**config.mk**
```make
export PLATFORM = sky130hd
export DESIGN_NAME = mem_access_stage
export DESIGN_NICKNAME = d
export VERILOG_FILES = /design/src/rtl/riscv_mem_pkg.sv /design/src/rtl/load_store_align.sv /design/src/rtl/mem_access_stage.sv
export SDC_FILE = /design/constraint.sdc
export NUM_CORES = 1
export LEC_CHECK = 0
export ABC_AREA = 0
export CORE_MARGIN = 5
export CORE_UTILIZATION = 41
export DETAILED_ROUTE_END_ITERATION = 16
export HOLD_SLACK_MARGIN = 0.05
export PLACE_DENSITY = 0.77
export SYNTH_ARGS = -nofsm -noshare
export SYNTH_HDL_FRONTEND = slang
export SYNTH_HIERARCHICAL = 1
export SYNTH_SLANG_ARGS = --single-unit
```
**constraint.sdc**
```tcl
create_clock -name CLK -period 4.5 [get_ports CLK]
set_input_delay 1.35 -clock CLK [delete_from_list [all_inputs] [get_ports CLK]]
set_output_delay 1.35 -clock CLK [all_outputs]
set_load 0.1 [all_outputs]
```
**src/rtl/riscv_mem_pkg.sv**
```systemverilog
// Shared definitions for the MEM stage: RV32 load/store funct3 codes and FSM states.
package riscv_mem_pkg;

  // RV32 load/store width encodings (funct3)
  localparam logic [2:0] LS_B  = 3'b000;
  localparam logic [2:0] LS_H  = 3'b001;
  localparam logic [2:0] LS_W  = 3'b010;
  localparam logic [2:0] LS_BU = 3'b100;
  localparam logic [2:0] LS_HU = 3'b101;

  // MEM stage access sequencer states
  typedef enum logic [1:0] {
    IDLE       = 2'd0,
    REQ        = 2'd1,
    WAIT_RDATA = 2'd2,
    DONE       = 2'd3
  } state_t;

endpackage

```
**src/rtl/load_store_align.sv**
```systemverilog
// Byte-lane steering for the data memory port.
//   ls_type    : funct3 of the access
//   off        : byte offset inside the word (addr[1:0])
//   store_data : rs2 value to store
//   rdata      : word returned by memory
//   be/wdata   : byte enables and lane-replicated store data
//   load_data  : extracted and extended load result
//   misaligned : half access on an odd address or word access off a word boundary
module load_store_align
  import riscv_mem_pkg::*;
(
  input  logic [2:0]  ls_type,
  input  logic [1:0]  off,
  input  logic [31:0] store_data,
  input  logic [31:0] rdata,
  output logic [3:0]  be,
  output logic [31:0] wdata,
  output logic [31:0] load_data,
  output logic        misaligned
);

  logic        is_half;
  logic        is_word;
  logic        is_signed;
  logic [7:0]  byte_sel;
  logic [15:0] half_sel;

  always_comb begin
    is_half   = (ls_type == LS_H) || (ls_type == LS_HU);
    is_word   = (ls_type == LS_W);
    is_signed = (ls_type == LS_B) || (ls_type == LS_H);
    byte_sel  = rdata[{off, 3'b000} +: 8];
    // A legal halfword sits in either the low or the high half of the word
    half_sel  = off[1] ? rdata[31:16] : rdata[15:0];

    // Byte access is the fallback for any width code that is not H/HU/W
    be         = 4'b0001 << off;
    wdata      = {4{store_data[7:0]}};
    load_data  = {{24{is_signed & byte_sel[7]}}, byte_sel};
    misaligned = 1'b0;

    if (is_half) begin
      be         = 4'b0011 << off;
      wdata      = {2{store_data[15:0]}};
      load_data  = {{16{is_signed & half_sel[15]}}, half_sel};
      misaligned = off[0];
    end else if (is_word) begin
      be         = 4'b1111;
      wdata      = store_data;
      load_data  = rdata;
      misaligned = |off;
    end
  end

endmodule

```
**src/rtl/mem_access_stage.sv**
```systemverilog
// MEM pipeline stage: sequences one data-memory access per instruction and
// produces the registered result bundle for the MEM/WB register.
//   CLK, RESET            : clock, synchronous active-high reset
//   valid_i .. RegDst_i   : EX/MEM register contents (sampled only in IDLE)
//   stall_o               : holds EX/MEM and earlier stages (combinational)
//   dmem_*                : request/ready/rvalid data memory port
//   out_valid .. bus_error: registered result bundle for MEM/WB
module mem_access_stage
  import riscv_mem_pkg::*;
#(
  parameter int unsigned XLEN           = 32,
  parameter int unsigned TIMEOUT_CYCLES = 255
) (
  input  logic            CLK,
  input  logic            RESET,
  input  logic            valid_i,
  input  logic            MemRead_i,
  input  logic            MemWrite_i,
  input  logic [2:0]      LoadOrStoreTYPE_i,
  input  logic [XLEN-1:0] ALUResult_i,
  input  logic [XLEN-1:0] StoreData_i,
  input  logic [4:0]      WB_control_i,
  input  logic [4:0]      RegDst_i,
  output logic            stall_o,
  output logic            dmem_req,
  output logic            dmem_we,
  output logic [XLEN-1:0] dmem_addr,
  output logic [3:0]      dmem_be,
  output logic [XLEN-1:0] dmem_wdata,
  input  logic            dmem_ready,
  input  logic            dmem_rvalid,
  input  logic [XLEN-1:0] dmem_rdata,
  output logic            out_valid,
  output logic [XLEN-1:0] LoadData,
  output logic [XLEN-1:0] ALUResult,
  output logic [4:0]      WB_control,
  output logic [4:0]      RegDst,
  output logic            misaligned,
  output logic            bus_error
);

  localparam int unsigned TMO_W = $clog2(TIMEOUT_CYCLES + 1);

  state_t           state;
  logic [2:0]       cap_type;
  logic [1:0]       cap_off;
  logic [TMO_W-1:0] tmo_cnt;

  logic             mem_op_c;
  logic             tmo_hit_c;
  logic [2:0]       al_type_c;
  logic [1:0]       al_off_c;
  logic [3:0]       al_be_c;
  logic [XLEN-1:0]  al_wdata_c;
  logic [XLEN-1:0]  al_load_c;
  logic             al_mis_c;

  assign mem_op_c  = valid_i & (MemRead_i | MemWrite_i);
  assign tmo_hit_c = (tmo_cnt == TMO_W'(TIMEOUT_CYCLES - 1));

  // One aligner serves both directions: live inputs while deciding in IDLE,
  // captured type/offset while the load data is coming back.
  assign al_type_c = (state == IDLE) ? LoadOrStoreTYPE_i : cap_type;
  assign al_off_c  = (state == IDLE) ? ALUResult_i[1:0]  : cap_off;

  load_store_align u_align (
    .ls_type    (al_type_c),
    .off        (al_off_c),
    .store_data (StoreData_i),
    .rdata      (dmem_rdata),
    .be         (al_be_c),
    .wdata      (al_wdata_c),
    .load_data  (al_load_c),
    .misaligned (al_mis_c)
  );

  // Stall from the capture cycle until DONE; DONE lets upstream advance
  assign stall_o = ((state == IDLE) & mem_op_c & ~al_mis_c)
                 | (state == REQ) | (state == WAIT_RDATA);

  // Access sequencer, request port and result bundle
  always_ff @(posedge CLK) begin
    if (RESET) begin
      state      <= IDLE;
      cap_type   <= '0;
      cap_off    <= '0;
      tmo_cnt    <= '0;
      dmem_req   <= 1'b0;
      dmem_we    <= 1'b0;
      dmem_addr  <= '0;
      dmem_be    <= '0;
      dmem_wdata <= '0;
      out_valid  <= 1'b0;
      LoadData   <= '0;
      ALUResult  <= '0;
      WB_control <= '0;
      RegDst     <= '0;
      misaligned <= 1'b0;
      bus_error  <= 1'b0;
    end else begin
      case (state)
        IDLE: begin
          bus_error <= 1'b0;
          if (valid_i) begin
            ALUResult  <= ALUResult_i;
            WB_control <= WB_control_i;
            RegDst     <= RegDst_i;
            LoadData   <= '0;
          end
          if (valid_i && (!mem_op_c || al_mis_c)) begin
            // Result available without touching the bus
            out_valid  <= 1'b1;
            misaligned <= mem_op_c & al_mis_c;
          end else if (mem_op_c) begin
            out_valid  <= 1'b0;
            misaligned <= 1'b0;
            cap_type   <= LoadOrStoreTYPE_i;
            cap_off    <= ALUResult_i[1:0];
            tmo_cnt    <= '0;
            dmem_req   <= 1'b1;
            dmem_we    <= MemWrite_i;
            dmem_addr  <= {ALUResult_i[XLEN-1:2], 2'b00};
            dmem_be    <= al_be_c;
            dmem_wdata <= al_wdata_c;
            state      <= REQ;
          end else begin
            out_valid  <= 1'b0;
            misaligned <= 1'b0;
          end
        end

        REQ: begin
          if (dmem_ready) begin
            dmem_req <= 1'b0;
            dmem_we  <= 1'b0;
            dmem_be  <= '0;
            tmo_cnt  <= '0;
            if (dmem_we) begin
              out_valid <= 1'b1;
              state     <= DONE;
            end else if (dmem_rvalid) begin
              out_valid <= 1'b1;
              LoadData  <= al_load_c;
              state     <= DONE;
            end else begin
              state <= WAIT_RDATA;
            end
          end else if (tmo_hit_c) begin
            dmem_req  <= 1'b0;
            dmem_we   <= 1'b0;
            dmem_be   <= '0;
            out_valid <= 1'b1;
            bus_error <= 1'b1;
            state     <= DONE;
          end else begin
            tmo_cnt <= tmo_cnt + TMO_W'(1);
          end
        end

        WAIT_RDATA: begin
          if (dmem_rvalid) begin
            out_valid <= 1'b1;
            LoadData  <= al_load_c;
            state     <= DONE;
          end else if (tmo_hit_c) begin
            out_valid <= 1'b1;
            bus_error <= 1'b1;
            state     <= DONE;
          end else begin
            tmo_cnt <= tmo_cnt + TMO_W'(1);
          end
        end

        DONE: begin
          out_valid  <= 1'b0;
          misaligned <= 1'b0;
          bus_error  <= 1'b0;
          state      <= IDLE;
        end

        default: state <= IDLE;
      endcase
    end
  end

endmodule

```
==> impl_results.md <==
- Count of cell types in the netlist: between 60 and 70
- TritonCTS Buffers: 17
- Fillers: 1,636
- Core area: 17,800 sq um
- RSZ-0062 raised after global routing: false
- Top-Level Pins: 264
- Setup Skew: 0.0128 ns
- GRT Total Usage: 23.5%
- Routed vias/inst: 5.33
- Hold depth: 2
- Post-route antenna net violation count: 0
- Syn Area/Cell: 7.50 sq um
- Multi-input gate area: between 3000 and 4000 sq um
- Worst R2R Setup Slack: approximately 1.1 ns
- Drt first pass iters: 5
- Pins Over Slew Limit: 0
- Sequential-to-total area share from yosys stat: between 40 and 50%
- # nets final: 1,339
- Largest net degree at the start of global routing: 111
- CP required: 3.15 ns
- Min-delay worst type: reg2reg
- Max Cap Viol: 0
- Row count: 49
- Largest cells by area after synthesis: dfxtp_1 (43%), nand2_1 (16%), a21oi_1 (11%)
- Die H: 144 um
- Clock Path Buffers: 2
- Primary FF master, synth: dfxtp_1
- Dpl cells: 1,418
- CP Max Fanout: 2
- Reg clk slew, reported paths: 0.07 ns
- Final setup viols: 0
- WL/cell: between 15 and 20 um
- Layout cells sized above 1: 7.11%
- First-pass GRT wire length: approximately 39,000 um
- Post-Syn Instances: 983
- VDD IR max: 0.419 mV
- Setup CP Type: in2out
- Synth Register Bits: 160
- 1st-iter DRT viols: 627
- Count leader, synth: nand2_1
- Hold path start: LoadData[5]
- Synth top cells by count: nand2_1 (322), a21oi_1 (161), dfxtp_1 (160), nand3_1 (70), clkbuf_1 (37)
- Area share of the largest cell type after synthesis: 43.5%
- RR Startpoint: state[0]
- Status: completed
- DP HPWL: 17,500 um
- Die area: about 21,000 sq um
- Post-Route Setup TNS: 0 ns
- Starting density of the core: between 40% and 50%
- FF-to-FF path depth: 12
- Fmax: 226 MHz
- CTS tree: yes
- Die width: around 140 um
- Root buffer cell: clkbuf_16
- GP Congestion: between 0.8 and 0.9
- Post-Layout Cell Count: 1,455
- Fin. Hold Viols: 0
- CP Data Arrival Time: 3.07 ns
- Worst-Skew Late Latency: 0.43 ns
- Number of synthesized flops with an enable pin: 0
- Async set-reset flop share out of synthesis: 0%
- Vias in the first global route: about 7,400
- Reg2Reg Capture Point: LoadData[13]
- Tcrit/Tclk final: 98.1%
- Max-slew headroom: between 20% and 30%
- H-Tree Level Count: 4
- Initial antenna violation count: 2
- Critical Path Start Type: input pin
- Leak: roughly 4.0 nW
- Total detailed-routing wirelength: 25,200 um
- Vias: 7,762
- Worst Hold Path EP: LoadData[5]
- Aggregate global routing overflow: 0
- Post-synth top area cell: dfxtp_1
- Pwr dens: 714 nW/um^2
- Port Buffers: 261
- Synthesized cell area: 7370 sq um
- FF/Latch Area: 3200 sq um
- Worst slew pin tran: between 1 and 1.5 ns
- Min Tclk post-route: roughly 4.4 ns
- Syn-to-layout area delta: 46.4%
- CTS Sinks: 160
- Synth warnings: 6
- Crit end category: output port
- DR DRC count: 0
==> report_power, final <==
part	switching (mW)	internal (mW)
logic	3.27	1.18
clock network	0.687	0.745
registers	0.142	1.68
==> per-stage QoR <==
stage | hold slack [ns] | setup WS, ns | area [sq um] | total power [mW] | util, %
2_1_floorplan | 0.434 | -0.0325 | 7440 | 5.17 | -
3_3_place_gp | 0.437 | -0.173 | 10100 | 6.20 | 56.8
3_5_place_dp | 0.445 | -0.186 | 10100 | 6.25 | 56.8
4_1_cts | 0.455 | 0.00468 | 10800 | 7.73 | 60.4
5_1_grt | 0.469 | 0.00610 | 10800 | 8.07 | 60.5
6_report | 0.452 | 0.0845 | 10800 | 7.71 | 60.5
==> logic make-up (layout without fill, tap and decap cells) <==
logic type / count (synthesis) / in the layout / synth area share, %
and+or+nand+nor: 442 / 442 / 25.1
AOI/OAI and AO/OA: 254 / 254 / 20.4
DFF: 160 / 160 / 43.5
buffers and inverters: 94 / 334 / 6.18
muxes: 20 / 20 / 2.83
adders and majority gates: 12 / 12 / 2.04
other: 1 / 4 / 0.0509
==> metal layers <==
layer	routed length [um]	GRT usage [%]	vias up
met5	0	0	-
met2	11800	37.4	348
met1	10400	30.0	3565
li1	-	-	3799
met4	730	8.77	0
met3	2260	7.51	50
==> final cells by class <==
type,instances,area share (%)
Multi-Input combinational cell,730,35.2
Sequential cell,160,29.7
Timing Repair Buffer,290,26.5
Clock buffer,17,3.94
Tap cell,229,2.65
Clock inverter,15,1.55
Inverter,12,0.417
Antenna cell,2,0.0464
==> worst max path at each step <==
stage | startpoint | endpoint | slack, ns
after floorplan | LoadOrStoreTYPE_i[0] | stall_o | -0.03
after global placement | LoadOrStoreTYPE_i[2] | stall_o | -0.17
after detailed placement | LoadOrStoreTYPE_i[2] | stall_o | -0.19
after CTS | LoadOrStoreTYPE_i[1] | stall_o | 0.005
after global routing | LoadOrStoreTYPE_i[2] | stall_o | 0.006
final | LoadOrStoreTYPE_i[2] | stall_o | 0.08
==> what timing repair did <==
| action | 4_1_cts | 5_1_grt |
|---|---|---|
| pin swaps | 4 | 2 |
| buffers inserted | 3 | 0 |
| endpoints found under the setup margin | 1 | 1 |
| gates resized for setup | 8 | 4 |
| hold buffers | 0 | 0 |
==> layout by cell type (no fill, tap or decap), types with 3 or more instances in the layout <==
master | netlist | final
inv_6 | 0 | 4
o21a_1 | 3 | 3
mux2_4 | 0 | 5
a41oi_1 | 3 | 3
o21ai_1 | 5 | 5
inv_1 | 11 | 10
inv_8 | 0 | 3
nor2_1 | 16 | 16
and2_1 | 3 | 3
nand3_1 | 70 | 69
buf_4 | 13 | 27
nor4_1 | 3 | 3
o211ai_1 | 7 | 7
clkinv_8 | 0 | 4
ha_1 | 12 | 11
buf_12 | 0 | 3
clkinv_4 | 0 | 3
a22o_1 | 5 | 5
nand2_1 | 322 | 322
dlygate4sd2_1 | 0 | 4
nor2b_1 | 6 | 6
clkbuf_16 | 0 | 17
a22oi_1 | 9 | 9
a211oi_1 | 9 | 9
o21ai_0 | 23 | 23
a21oi_1 | 161 | 161
mux2i_1 | 13 | 13
o22a_1 | 6 | 6
dfxtp_1 | 160 | 160
clkdlybuf4s50_1 | 0 | 254
==> state kept, by name (all words and copies together), names as in the netlist <==
register	cells
bus_error	1
tmo_cnt	8
dmem_addr	30
RegDst	5
dmem_be	4
dmem_we	1
dmem_wdata	32
out_valid	1
state	2
WB_control	5
cap_off	2
cap_type	3
misaligned	1
LoadData	32
ALUResult	32
dmem_req	1
==> worst max-delay path, cell delays in order <==
cell and delay [ns]:
dlygate4sd2_1 0.29, mux2_4 0.30, nor2_4 0.12, nand2_4 0.07, o22ai_4 0.17, inv_2 0.05, and3_2 0.17, or3_4 0.37
buf_12 0.17
(Power assumes the default switching activity.)
